--- config.mk ---
export PLATFORM = sky130hd
export DESIGN_NAME = i2s_dac_serializer_flat
export DESIGN_NICKNAME = d
export VERILOG_FILES = /design/src/rtl/audio_pkg.sv /design/src/rtl/i2s_dac_serializer_if.sv /design/src/rtl/lrck_edge_detect.sv /design/src/rtl/i2s_dac_serializer.sv /design/src/flat_wrapper.sv
export SDC_FILE = /design/constraint.sdc
export NUM_CORES = 1
export LEC_CHECK = 0
export BUFFER_PORTS_ARGS = -buffer_cell sky130_fd_sc_hd__buf_4
export CAP_MARGIN = 20
export CORE_MARGIN = 5
export CORE_UTILIZATION = 30
export DETAILED_ROUTE_END_ITERATION = 8
export HOLD_SLACK_MARGIN = 0.08
export RECOVER_POWER = 50
export SKIP_CTS_REPAIR_TIMING = 1
export SYNTH_ARGS = -nofsm -noshare
export SYNTH_HDL_FRONTEND = slang
export SYNTH_SLANG_ARGS = --single-unit
--- constraint.sdc ---
create_clock -name AUD_BCLK -period 2.1 [get_ports AUD_BCLK]
set_clock_uncertainty 0.05 [all_clocks]
set_input_delay 0.105 -clock AUD_BCLK [delete_from_list [all_inputs] [get_ports AUD_BCLK]]
set_output_delay 0.105 -clock AUD_BCLK [all_outputs]
set_load 0.005 [all_outputs]
--- src/rtl/audio_pkg.sv ---
// rtl/audio_pkg.sv - shared audio path types and constants
package audio_pkg;
   localparam int DEFAULT_SAMPLE_WIDTH = 16;
   localparam int UNDERRUN_W = 8;

   typedef struct packed {
      logic [DEFAULT_SAMPLE_WIDTH-1:0] left;   // 31:16
      logic [DEFAULT_SAMPLE_WIDTH-1:0] right;  // 15:0
   } stereo_frame_t;

   typedef enum logic [1:0] {
      UNSYNC = 2'd0,
      LEFT   = 2'd1,
      RIGHT  = 2'd2
   } slot_state_t;
endpackage

--- src/rtl/i2s_dac_serializer_if.sv ---
// rtl/i2s_dac_serializer_if.sv - parallel stereo frame handshake into the serializer
interface i2s_dac_serializer_if #(
   parameter int W = audio_pkg::DEFAULT_SAMPLE_WIDTH
) ();
   logic [2*W-1:0] audio_in;
   logic           audio_valid;
   logic           audio_ready;

   modport master (output audio_in, output audio_valid, input audio_ready);
   modport slave  (input audio_in, input audio_valid, output audio_ready);
endinterface

--- src/rtl/lrck_edge_detect.sv ---
// rtl/lrck_edge_detect.sv - LRCK fall/rise pulses against the previous-edge sample
module lrck_edge_detect (
   input  logic clk,
   input  logic rst,
   input  logic lrck,
   output logic fall,
   output logic rise
);
   logic lrck_q;

   // Resetting high makes a low LRCK at release look like a fall.
   always_ff @(posedge clk or negedge rst) begin
      if (!rst) lrck_q <= 1'b1;
      else      lrck_q <= lrck;
   end

   assign fall = lrck_q & ~lrck;
   assign rise = ~lrck_q & lrck;
endmodule

--- src/rtl/i2s_dac_serializer.sv ---
// rtl/i2s_dac_serializer.sv - buffers stereo frames and shifts them out as I2S
module i2s_dac_serializer
   import audio_pkg::*;
#(
   parameter int SAMPLE_WIDTH    = audio_pkg::DEFAULT_SAMPLE_WIDTH,
   parameter bit UNDERRUN_REPEAT = 1'b1
) (
   input  logic                  AUD_BCLK,
   input  logic                  rst,
   input  logic                  AUD_DACLRCK,
   i2s_dac_serializer_if.slave   aud,
   output logic                  AUD_DACDAT,
   output logic                  frame_start,
   output logic                  channel,
   output logic [UNDERRUN_W-1:0] underrun_count
);
   localparam int W  = SAMPLE_WIDTH;
   localparam int CW = $clog2(W + 1);

   logic           fall, rise;
   slot_state_t    state;
   logic           hold_full, ready_q;
   logic [2*W-1:0] holding, last_frame, next_frame;
   logic [W-1:0]   shreg;
   logic [CW-1:0]  bit_cnt;
   logic           write, frame_go;

   lrck_edge_detect u_edge (
      .clk  (AUD_BCLK),
      .rst  (rst),
      .lrck (AUD_DACLRCK),
      .fall (fall),
      .rise (rise)
   );

   assign aud.audio_ready = ready_q;
   assign write      = aud.audio_valid && ready_q;
   assign frame_go   = fall && (state != LEFT);
   assign next_frame = hold_full ? holding : (UNDERRUN_REPEAT ? last_frame : '0);

   always_ff @(posedge AUD_BCLK or negedge rst) begin
      if (!rst) begin
         state          <= UNSYNC;
         hold_full      <= 1'b0;
         ready_q        <= 1'b1;
         holding        <= '0;
         last_frame     <= '0;
         shreg          <= '0;
         bit_cnt        <= '0;
         AUD_DACDAT     <= 1'b0;
         frame_start    <= 1'b0;
         channel        <= 1'b0;
         underrun_count <= '0;
      end else begin
         frame_start <= 1'b0;
         if (frame_go) begin
            // A write landing with an empty-holding frame start feeds the next frame, never this one.
            hold_full <= write;
            ready_q   <= !write;
            if (write) holding <= aud.audio_in;
            if (!hold_full && underrun_count != '1)
               underrun_count <= underrun_count + UNDERRUN_W'(1);
            last_frame  <= next_frame;
            shreg       <= next_frame[2*W-1:W];
            AUD_DACDAT  <= next_frame[2*W-1];
            bit_cnt     <= '0;
            frame_start <= 1'b1;
            state       <= LEFT;
            channel     <= 1'b0;
         end else begin
            if (write) begin
               holding   <= aud.audio_in;
               hold_full <= 1'b1;
               ready_q   <= 1'b0;
            end
            if (state == LEFT && rise) begin
               state      <= RIGHT;
               channel    <= 1'b1;
               shreg      <= last_frame[W-1:0];
               AUD_DACDAT <= last_frame[W-1];
               bit_cnt    <= '0;
            end else if ((state == LEFT && fall) || (state == RIGHT && rise)) begin
               state      <= UNSYNC;
               channel    <= 1'b0;
               AUD_DACDAT <= 1'b0;
            end else if (state == UNSYNC) begin
               AUD_DACDAT <= 1'b0;
            end else if (bit_cnt != CW'(W)) begin
               // Zero padding once the sample is out keeps wide slots quiet.
               bit_cnt    <= bit_cnt + CW'(1);
               AUD_DACDAT <= (bit_cnt < CW'(W - 1)) ? shreg[W-2] : 1'b0;
               shreg      <= shreg << 1;
            end
         end
      end
   end
endmodule

--- src/flat_wrapper.sv ---
// flat-port wrapper written by rule: the top's interface ports become plain ports
module i2s_dac_serializer_flat import audio_pkg::*;
#(
   parameter int SAMPLE_WIDTH    = audio_pkg::DEFAULT_SAMPLE_WIDTH,
   parameter bit UNDERRUN_REPEAT = 1'b1
)
  (AUD_BCLK, rst, AUD_DACLRCK, AUD_DACDAT, frame_start, channel, underrun_count, aud_audio_in, aud_audio_valid, aud_audio_ready);
  i2s_dac_serializer_if aud_i ();
  input  logic AUD_BCLK;
  input  logic rst;
  input  logic AUD_DACLRCK;
  output logic AUD_DACDAT;
  output logic frame_start;
  output logic channel;
  output logic [UNDERRUN_W-1:0] underrun_count;
  input wire logic [$bits(aud_i.audio_in)-1:0] aud_audio_in;
  input wire logic [$bits(aud_i.audio_valid)-1:0] aud_audio_valid;
  output wire logic [$bits(aud_i.audio_ready)-1:0] aud_audio_ready;
  assign aud_i.audio_in = aud_audio_in;
  assign aud_i.audio_valid = aud_audio_valid;
  assign aud_audio_ready = aud_i.audio_ready;
  i2s_dac_serializer #(.SAMPLE_WIDTH(SAMPLE_WIDTH), .UNDERRUN_REPEAT(UNDERRUN_REPEAT)) u_core (.AUD_BCLK(AUD_BCLK), .rst(rst), .AUD_DACLRCK(AUD_DACLRCK), .aud(aud_i), .AUD_DACDAT(AUD_DACDAT), .frame_start(frame_start), .channel(channel), .underrun_count(underrun_count));
endmodule
==> results of run 1 <==
[stage by stage]
| step | power, mW | utilization | worst slack, ps |
|---|---|---|---|
| after CTS | 6.75 | 0.371 | 198 |
| after floorplan | 4.51 | - | 237 |
| after detailed placement | 5.14 | 0.351 | 215 |
| after global routing | 7.13 | 0.395 | 43.1 |
| final | 6.66 | 0.395 | 196 |
| after global placement | 5.04 | 0.351 | 260 |
[layer usage]
metal | global-route usage | routed length (µm) | vias up
met5 | 0 | 0 | -
met4 | 0.0330 | 111 | 0
met3 | 0.0354 | 360 | 8
met2 | 0.168 | 4040 | 44
met1 | 0.133 | 3720 | 1440
li1 | - | - | 1365
[logic make-up after synthesis]
logic type                 after synthesis
adders and majority gates                3
AOI/OAI and AO/OA                       49
muxes                                   75
buffers and inverters                   24
DFF                                     99
xor gates and xnor gates                 8
and+or+nand+nor                         72
[worst max-delay path, stage by stage (launching register included)]
cell and delay [ps]:
dfrtp_1 480, and4bb_1 510, a211oi_2 100, nor3_4 210, buf_4 260, nor2_1 60
a31oi_1 150
[cell usage after synthesis, types with 2 or more instances]
master,number
a21oi_1,11
a221oi_1,6
a222oi_1,8
a31oi_1,8
and3_1,4
buf_2,8
buf_4,5
clkbuf_1,5
dfrtp_1,97
dfstp_2,2
ha_1,3
inv_1,5
mux2_1,32
mux2_2,33
mux2i_1,10
nand2_1,17
nand2b_1,2
nand3_1,5
nand4_1,4
nand4bb_1,2
nor2_1,23
nor3_1,2
nor3_4,2
o21ai_0,4
o21ai_1,2
o22ai_1,2
or2_2,2
xnor2_1,6
xor2_1,2
[cells in the final DEF (no fill, tap or decap), types with 3 or more instances in the layout]
| cell type | count |
|---|---|
| dfrtp_1 | 97 |
| buf_4 | 49 |
| dlygate4sd3_1 | 34 |
| mux2_2 | 33 |
| mux2_1 | 32 |
| nor2_1 | 23 |
| nand2_1 | 17 |
| a21oi_1 | 11 |
| mux2i_1 | 10 |
| clkbuf_16 | 9 |
| a222oi_1 | 8 |
| a31oi_1 | 8 |
| a221oi_1 | 6 |
| xnor2_1 | 6 |
| inv_1 | 5 |
| nand3_1 | 5 |
| and3_1 | 4 |
| nand4_1 | 4 |
| o21ai_0 | 4 |
| clkbuf_1 | 4 |
| ha_1 | 3 |
| clkbuf_4 | 3 |
| buf_12 | 3 |
[how the worst min path moves through the flow]
| stage | from | endpoint | slack, ps | cells after the start |
|---|---|---|---|---|
| after global placement | rst | u_core.underrun_count[5] | -30 | 1 |
| after detailed placement | rst | u_core.underrun_count[5] | -30 | 1 |
| final | aud_audio_valid | u_core.hold_full | 230 | 4 |
| after global routing | aud_audio_valid | u_core.aud.audio_ready | 280 | 4 |
| after floorplan | rst | u_core.AUD_DACDAT | -240 | 0 |
| after CTS | rst | u_core.holding[17] | -410 | 1 |
[area by class of cell]
type                       instances  area share
clock inverter                     5     0.00819
tap                              180      0.0409
sequential                        99       0.451
timing repair buffer              92       0.146
multi-input combinational        207       0.307
clock buffer                      11      0.0441
inverter                           5     0.00341
[power groups by stage]
stage / Sequential, mW / Combinational [mW] / Clock, mW
finish: 3.40 / 1.68 / 1.57
global route: 3.52 / 1.90 / 1.70
CTS: 3.42 / 1.70 / 1.64
detailed placement: 3.45 / 1.69 / 0
global placement: 3.41 / 1.63 / 0
floorplan: 3.20 / 1.31 / 0
[state kept, by name (all words and copies together) (netlist names)]
| signal | cells |
|---|---|
| u_core.state | 1 |
| u_core.underrun_count | 8 |
| u_core.hold_full | 1 |
| u_core.aud.audio_ready | 1 |
| u_core.u_edge.lrck_q | 1 |
| u_core.holding | 32 |
| u_core.AUD_DACDAT | 1 |
| u_core.bit_cnt | 5 |
| u_core.last_frame | 32 |
| u_core.channel | 1 |
| u_core.frame_start | 1 |
| u_core.shreg | 15 |
==> run metrics, run 1 <==
non-filler instance count after layout 599; GPL Wtd Cong 0.771; RSZ-0062 raised after global routing false; final hold vios 0; Worst setup EP type flip-flop; H-tree depth 3; Slew @ Worst Pin 1240 ps; largest net degree at the start of global routing between 40 and 50; fmax approximately 530 MHz; post-synthesis compound-gate area fraction 0.0836; post-synth top area cell dfrtp_1; routed vias/inst roughly 4.8; Total GRT Usage 0.104; reg2reg setup slack around 200 ps; Routed Wire Length 8.23 mm; critical path class reg -> reg; crit path from u_core.channel; Design Area, Final 5500 µm²; I/O Pins 48; xor/xnor share of the synthesized area 0.0163; chip width about 130 µm; Synth Instances 330; TritonCTS Buffers 9; FF-to-FF Start u_core.channel; DRT Pass-1 Iters 5; die height ~130 µm; Slew Limit Fails 0; Cell Rows between 40 and 50; top post-synthesis cells by area dfrtp_1, mux2_2, mux2_1; Fin Hold WS 227 ps; R2R Path End u_core.shreg[6]; R2R depth 6; Placed Cells 549; max_cap viols 0; GRT overflow 0; Worst EP arrival 2120 ps; layout cells sized above 1 0.274; Max FO, Critical Path 19; VDD IR-drop max approximately 0.00054 V; DRT iter0 DRCs around 150; share of the synthesized area in the top cell type 0.565; flops & latches, synth between 90 and 100; DRC Markers 0; CP endpoint u_core.shreg[6]; DRT antenna net count 0; global-route wire length before repair about 14 mm; PwrDens ~1200 nW/µm²; Clock Sinks 99; FILL cells 1325; DIE AREA between 15000 and 20000 µm²; Worst Hold Class in -> reg; Syn. warnings 0; # port buffers 47; Initial Util 0.308; initial antenna violation count 0; ANT cells 0; CTS max path bufs 2; Logic pwr share 0.253; Worst-Skew Late Latency 340 ps; number of global-route vias before repair roughly 2.8k; adder-cell share of the synthesized area 0.00874; wire per inst around 14 µm; final setup fails 0; Worst Setup Start Kind flip-flop; register area 2480 µm²; EDFF count, synth 0; ys async rst share 1.00; synthesis-to-layout area growth 28.1%; DPL Wire Length between 5 and 6 mm; mean cell area of the mapped netlist roughly 13 µm²; core box area approximately 14000 µm²; Netlist cell types 47; placed inst area approximately 4900 µm²; Syn Nets roughly 370; Synth Cell Area around 4300 µm²; status complete, no violations; clock network power share 0.236; CTS tree done; Leak 2.41 nW; Slew Limit Headroom 0.176; simple-gate area share of the yosys netlist 0.0906; Switching Power 2.00 mW; critical path data required time approximately 2300 ps; final period demand of the worst path around 1900 ps; net total in the final layout around 450; ys flop type dfrtp_1; Seq/Total Area, Yosys 0.578; Sw Ratio 0.300; Post-Route Setup TNS 0 ps; post-synthesis mux area share 0.194; Clk pin slew, worst setup/hold paths roughly 70 ps; Tcrit/Tclk final 0.907; via count ~2.9k; root buf cell clkbuf_16; largest family of logic cells by synthesized area multiplexers; Pint between 4 and 5 mW; area of the multi-input gates between 1500 and 2000 µm²; Seq pwr share 0.511
Power figures use the tool's default switching activity.
==> run 2: changes to the inputs <==
BUFFER_PORTS_ARGS = -buffer_cell sky130_fd_sc_hd__buf_2   (was -buffer_cell sky130_fd_sc_hd__buf_4)
==> run 2 against run 1 <==
Non-clock buffer count rose by 2. Largest power group unchanged. Register-to-register slack hardly changed. Sequential share of layout area increased by 1.1 points. Critical path depth stayed put. First-iteration DRC count fell by 5.4%. Maximum frequency shrank 0.33%. Combinational power hardly changed. Die area unchanged. Clock power about the same. Critical path type unchanged. Final area shrank 2.4%. Power shrank 0.66%.
==> run metrics, run 2 (synthesis results as in run 1) <==
status complete, no violations (unchanged); chip width 130 µm (unchanged); critical path class reg -> reg (unchanged); Placed Cells 551 (was 549); Post-Route Setup TNS 0 ps (unchanged); Leak 2.36 nW (was 2.41 nW); Sw Ratio 0.301 (was 0.300); most common cell after layout, fill and taps aside dfrtp_1 (unchanged); via count 2800 (was 2857); net total in the final layout 455 (was 453); Switching Power 1.99 mW (was 2.00 mW); WHS Path Cells 4 (unchanged); Hold Crit Start aud_audio_valid (unchanged); Design Area, Final 5370 µm² (was 5500 µm²); Max FO, Critical Path 19 (unchanged); Clk pin slew, worst setup/hold paths 70 ps (about the same); TritonCTS Buffers 9 (unchanged); most frequent cells in the layout dfrtp_1, buf_2, dlygate4sd3_1 (was dfrtp_1, buf_4, dlygate4sd3_1); core box area 13900 µm² (unchanged); Worst-Skew Late Latency 340 ps (about the same); placed inst area 4770 µm² (was 4880 µm²); final period demand of the worst path 1910 ps (was 1900 ps); Routed Wire Length 8.30 mm (was 8.23 mm); biggest regs u_core.holding (32), u_core.last_frame (32), u_core.shreg (15) (unchanged); Worst setup EP type flip-flop (unchanged); Total GRT Usage 0.106 (was 0.104); largest net degree at the start of global routing 45 (was 48); ANT cells 0 (unchanged); Worst Setup Start Kind flip-flop (unchanged); Initial Util 0.308 (unchanged); die height 130 µm (unchanged); Logic pwr share 0.249 (was 0.253); final hold vios 0 (unchanged); Cell Rows 43 (unchanged); R2R depth 6 (unchanged); # port buffers 47 (unchanged); CTS max path bufs 2 (unchanged); Worst Hold Class in -> reg (unchanged); routed vias/inst 4.67 (was 4.77); Seq pwr share 0.512 (was 0.511); DRC Markers 0 (unchanged); clock network power share 0.239 (was 0.236); global-route wire length before repair 14.0 mm (was 13.8 mm); DRT iter0 DRCs 141 (was 149); number of global-route vias before repair 2820 (was 2752); final setup fails 0 (unchanged); fmax 523 MHz (was 525 MHz); FF-to-FF Start u_core.u_edge.lrck_q (was u_core.channel); DPL Wire Length 5.78 mm (was 5.82 mm); layout cells sized above 1 0.267 (was 0.274); GRT overflow 0 (unchanged); RSZ-0062 raised after global routing false (unchanged); Slew @ Worst Pin 1100 ps (was 1240 ps); DRT antenna net count 0 (unchanged); Pint 4.63 mW (was 4.66 mW); Pwr Total 6.61 mW (was 6.66 mW); root buf cell clkbuf_16 (unchanged); PwrDens 1230 nW/µm² (was 1210 nW/µm²); crit path from u_core.u_edge.lrck_q (was u_core.channel); Slew Limit Headroom 0.267 (was 0.176); VDD IR-drop max 0.000501 V (was 0.000539 V); Tcrit/Tclk final 0.910 (was 0.907); wire per inst 13.8 µm (was 13.7 µm); synthesis-to-layout area growth 25.1% (was 28.1%); CTS tree done (unchanged); H-tree depth 3 (unchanged); critical path data required time 2270 ps (was 2310 ps); Worst EP arrival 2080 ps (was 2120 ps); DIE AREA 16800 µm² (unchanged); GPL Wtd Cong 0.777 (was 0.771); max_cap viols 0 (unchanged); non-filler instance count after layout 600 (was 599); Slew Limit Fails 0 (unchanged); DRT Pass-1 Iters 5 (unchanged); initial antenna violation count 0 (unchanged); Clock Sinks 99 (unchanged); I/O Pins 48 (unchanged)
==> run 2: cell count changes in the layout (fill, tap and decap cells not counted), moves of 2 or more <==
cell      change
clkbuf_1      +3
clkbuf_4      -2
clkbuf_2      +3
buf_2        +39
buf_12        -2
buf_4        -40
==> run 2: power by group through the flow <==
stage / Combinational [mW] / Sequential, mW / Clock [mW]
global route: 1.88 / 3.50 / 1.71
global placement: 1.60 / 3.40 / 0
detailed placement: 1.66 / 3.43 / 0
finish: 1.65 / 3.38 / 1.58
CTS: 1.66 / 3.39 / 1.64
floorplan: 1.31 / 3.20 / 0
==> run 2: worst paths after layout <==
check	slack [ps]	end
setup / recovery	190	u_core.shreg[13]
hold / removal	220	u_core.hold_full
setup reg to reg	190	u_core.shreg[13]
hold reg to reg	430	u_core.last_frame[13]
max in group asynchronous	410	u_core.holding[23]
min in group asynchronous	460	u_core.underrun_count[1]
==> run 2: worst max-delay path, stage by stage (launching register included) <==
cell and delay [ps]:
dfstp_1 670, and4bb_1 310, a211oi_2 320, nor3_4 80, buf_4 210, nor2_1 100
a31oi_1 50
==> run 2: layout make-up <==
class | count | area, µm²
inverter | 5 | 18.8
fill | 1346 | 8560
tap | 180 | 225
multi-input combinational | 207 | 1690
clock inverter | 4 | 33.8
sequential | 99 | 2480
clock buffer | 11 | 253
timing repair buffer | 94 | 672
==> run 2: routing by layer <==
layer | up-vias | global-route usage | share of wire
li1 | 1365 | - | -
met1 | 1378 | 0.141 | 0.47
met2 | 46 | 0.164 | 0.47
met3 | 11 | 0.0309 | 0.041
met4 | 0 | 0.0385 | 0.016
met5 | - | 0 | 0
==> run 2: metrics by stage <==
stage	hold slack, ps	worst slack (ps)	util
finish	216	189	0.385
global route	246	36.0	0.385
CTS	-271	242	0.363
detailed placement	108	274	0.342
global placement	101	321	0.342
floorplan	-241	237	-
==> run 3: changes to the inputs <==
REMOVE_ABC_BUFFERS = 1   (was default)
SLEW_MARGIN = 20   (was default)
==> run 3 against run 2 <==
Clock power up 6%. Sequential share of layout area down 0.41 points. Global-route usage down 0.058 points. Combinational power about the same. Worst setup slack better by 49 ps. Non-clock buffer count unchanged. Wire length up 1.0%. Via count up 1.1%. Die area unchanged. Final cell count up 0.17%. Hold slack better by 9.7 ps.
==> run metrics, run 3 (synthesis results as in run 1) <==
final core occ 0.389 (was 0.385); DRT antenna net count 0 (unchanged); Cell Rows 43 (unchanged); Max FO, Critical Path 13 (was 19); global-route wire length before repair 13.9 mm (was 14.0 mm); Slew @ Worst Pin 982 ps (was 1100 ps); most common cell after layout, fill and taps aside dfrtp_1 (unchanged); via count 2831 (was 2800); layout cells sized above 1 0.278 (was 0.267); DIE AREA 16800 µm² (unchanged); ANT cells 0 (unchanged); Slew Limit Fails 0 (unchanged); final hold vios 0 (unchanged); Pwr Total 6.69 mW (was 6.61 mW); biggest regs u_core.holding (32), u_core.last_frame (32), u_core.shreg (15) (unchanged); FILL cells 1323 (was 1346); Worst Setup Start Kind flip-flop (unchanged); root buf cell clkbuf_16 (unchanged); DRC Markers 0 (unchanged); net total in the final layout 455 (unchanged); Critical Path, Cell by Cell and4bb_2 > a211oi_2 > nor3_4 > buf_4 > nor2_1 > a31oi_1 (was and4bb_1 > a211oi_2 > nor3_4 > buf_4 > nor2_1 > a31oi_1); die height 130 µm (unchanged); core box area 13900 µm² (unchanged); DRT iter0 DRCs 99 (was 141); Clock Sinks 99 (unchanged); final period demand of the worst path 1860 ps (was 1910 ps); Worst EP arrival 2030 ps (was 2080 ps); cell family with most CP delay flip-flops (unchanged); R2R depth 6 (unchanged); DPL Wire Length 5.83 mm (was 5.78 mm); Worst setup EP type flip-flop (unchanged); CP Buf/Inv Count 1 (unchanged); Tcrit/Tclk final 0.887 (was 0.910); critical path class reg -> reg (unchanged); chip width 130 µm (unchanged); H-tree depth 3 (unchanged); Clk pin slew, worst setup/hold paths 70 ps (about the same); PwrDens 1240 nW/µm² (was 1230 nW/µm²); final setup fails 0 (unchanged); WHS Path Cells 4 (unchanged); Routed Wire Length 8.38 mm (was 8.30 mm); GRT overflow 0 (unchanged); Total GRT Usage 0.105 (was 0.106); VDD IR-drop max 0.000633 V (was 0.000501 V); wire per inst 13.9 µm (was 13.8 µm); GPL Wtd Cong 0.807 (was 0.777); synthesis-to-layout area growth 26.2% (was 25.1%); most frequent cells in the layout dfrtp_1, buf_2, dlygate4sd3_1 (unchanged); number of stages on the worst setup path 6 (unchanged); TritonCTS Buffers 9 (unchanged); Worst-Skew Late Latency 340 ps (about the same); status complete, no violations (unchanged); max incr delay on CP 620 ps (was 670 ps); routed vias/inst 4.71 (was 4.67); initial antenna violation count 0 (unchanged); DRT Pass-1 Iters 4 (was 5); Initial Util 0.308 (unchanged); largest net degree at the start of global routing 44 (was 45); number of global-route vias before repair 2873 (was 2820); fmax 537 MHz (was 523 MHz); # port buffers 47 (unchanged); CP max stage cell dfstp_2 (was dfstp_1); critical path data required time 2270 ps (about the same); CTS tree done (unchanged); RSZ-0062 raised after global routing false (unchanged); Worst Hold Class in -> reg (unchanged); Leak 2.38 nW (was 2.36 nW); Slew Limit Headroom 0.345 (was 0.267); max_cap viols 0 (unchanged); CTS max path bufs 2 (unchanged); I/O Pins 48 (unchanged)
## run 3: layer usage
metal | track usage | routed length (µm) | vias to the layer above
li1 | - | - | 1366
met1 | 0.130 | 3750 | 1411
met2 | 0.174 | 4150 | 46
met3 | 0.0284 | 355 | 8
met4 | 0.0422 | 130 | 0
met5 | 0 | 0 | -
## run 3: worst min-delay path, cell delays in order
cell	delay, ps
buf_2	70
nand2_1	40
buf_4	260
nand2_1	100
## run 3: final cells by class
| class | count | area (µm²) | share of cell area |
|---|---|---|---|
| Clock buffer | 11 | 243 | 0.0448 |
| Timing Repair Buffer | 94 | 702 | 0.130 |
| Sequential cell | 99 | 2480 | 0.458 |
| Clock inverter | 5 | 60.1 | 0.0111 |
| Multi-Input combinational cell | 207 | 1690 | 0.312 |
| Tap cell | 180 | 225 | 0.0416 |
| Inverter | 5 | 18.8 | 0.00346 |
## run 3: stage by stage
| stage | std cells | setup slack (ps) | instance area, µm² | TNS [ps] | hold slack [ps] |
|---|---|---|---|---|---|
| 2_1_floorplan | 311 | -236 | 4190 | -9930 | -241 |
| 3_3_place_gp | 551 | 261 | 4790 | 0 | 54.5 |
| 3_5_place_dp | 551 | 157 | 4790 | 0 | 64.9 |
| 4_1_cts | 567 | 135 | 5090 | 0 | -309 |
| 5_1_grt | 601 | 116 | 5420 | 0 | 289 |
| 6_report | 601 | 238 | 5420 | 0 | 226 |
## run 3: worst paths after layout
| check | start | to | slack, ps |
|---|---|---|---|
| max reg2reg | u_core.u_edge.lrck_q | u_core.shreg[9] | 240 |
| min reg2reg | u_core.last_frame[2] | u_core.last_frame[2] | 430 |
| min | aud_audio_valid | u_core.hold_full | 230 |
| max in group asynchronous | rst | u_core.last_frame[25] | 540 |
| min in group asynchronous | rst | u_core.underrun_count[0] | 400 |
| max | u_core.u_edge.lrck_q | u_core.shreg[9] | 240 |
## run 3: where the power goes
group          total [mW]  internal [mW]  switching, mW
sequential           3.36           2.79          0.561
clock                1.67          0.960          0.708
combinational        1.67          0.973          0.697
total                6.69           4.73           1.97
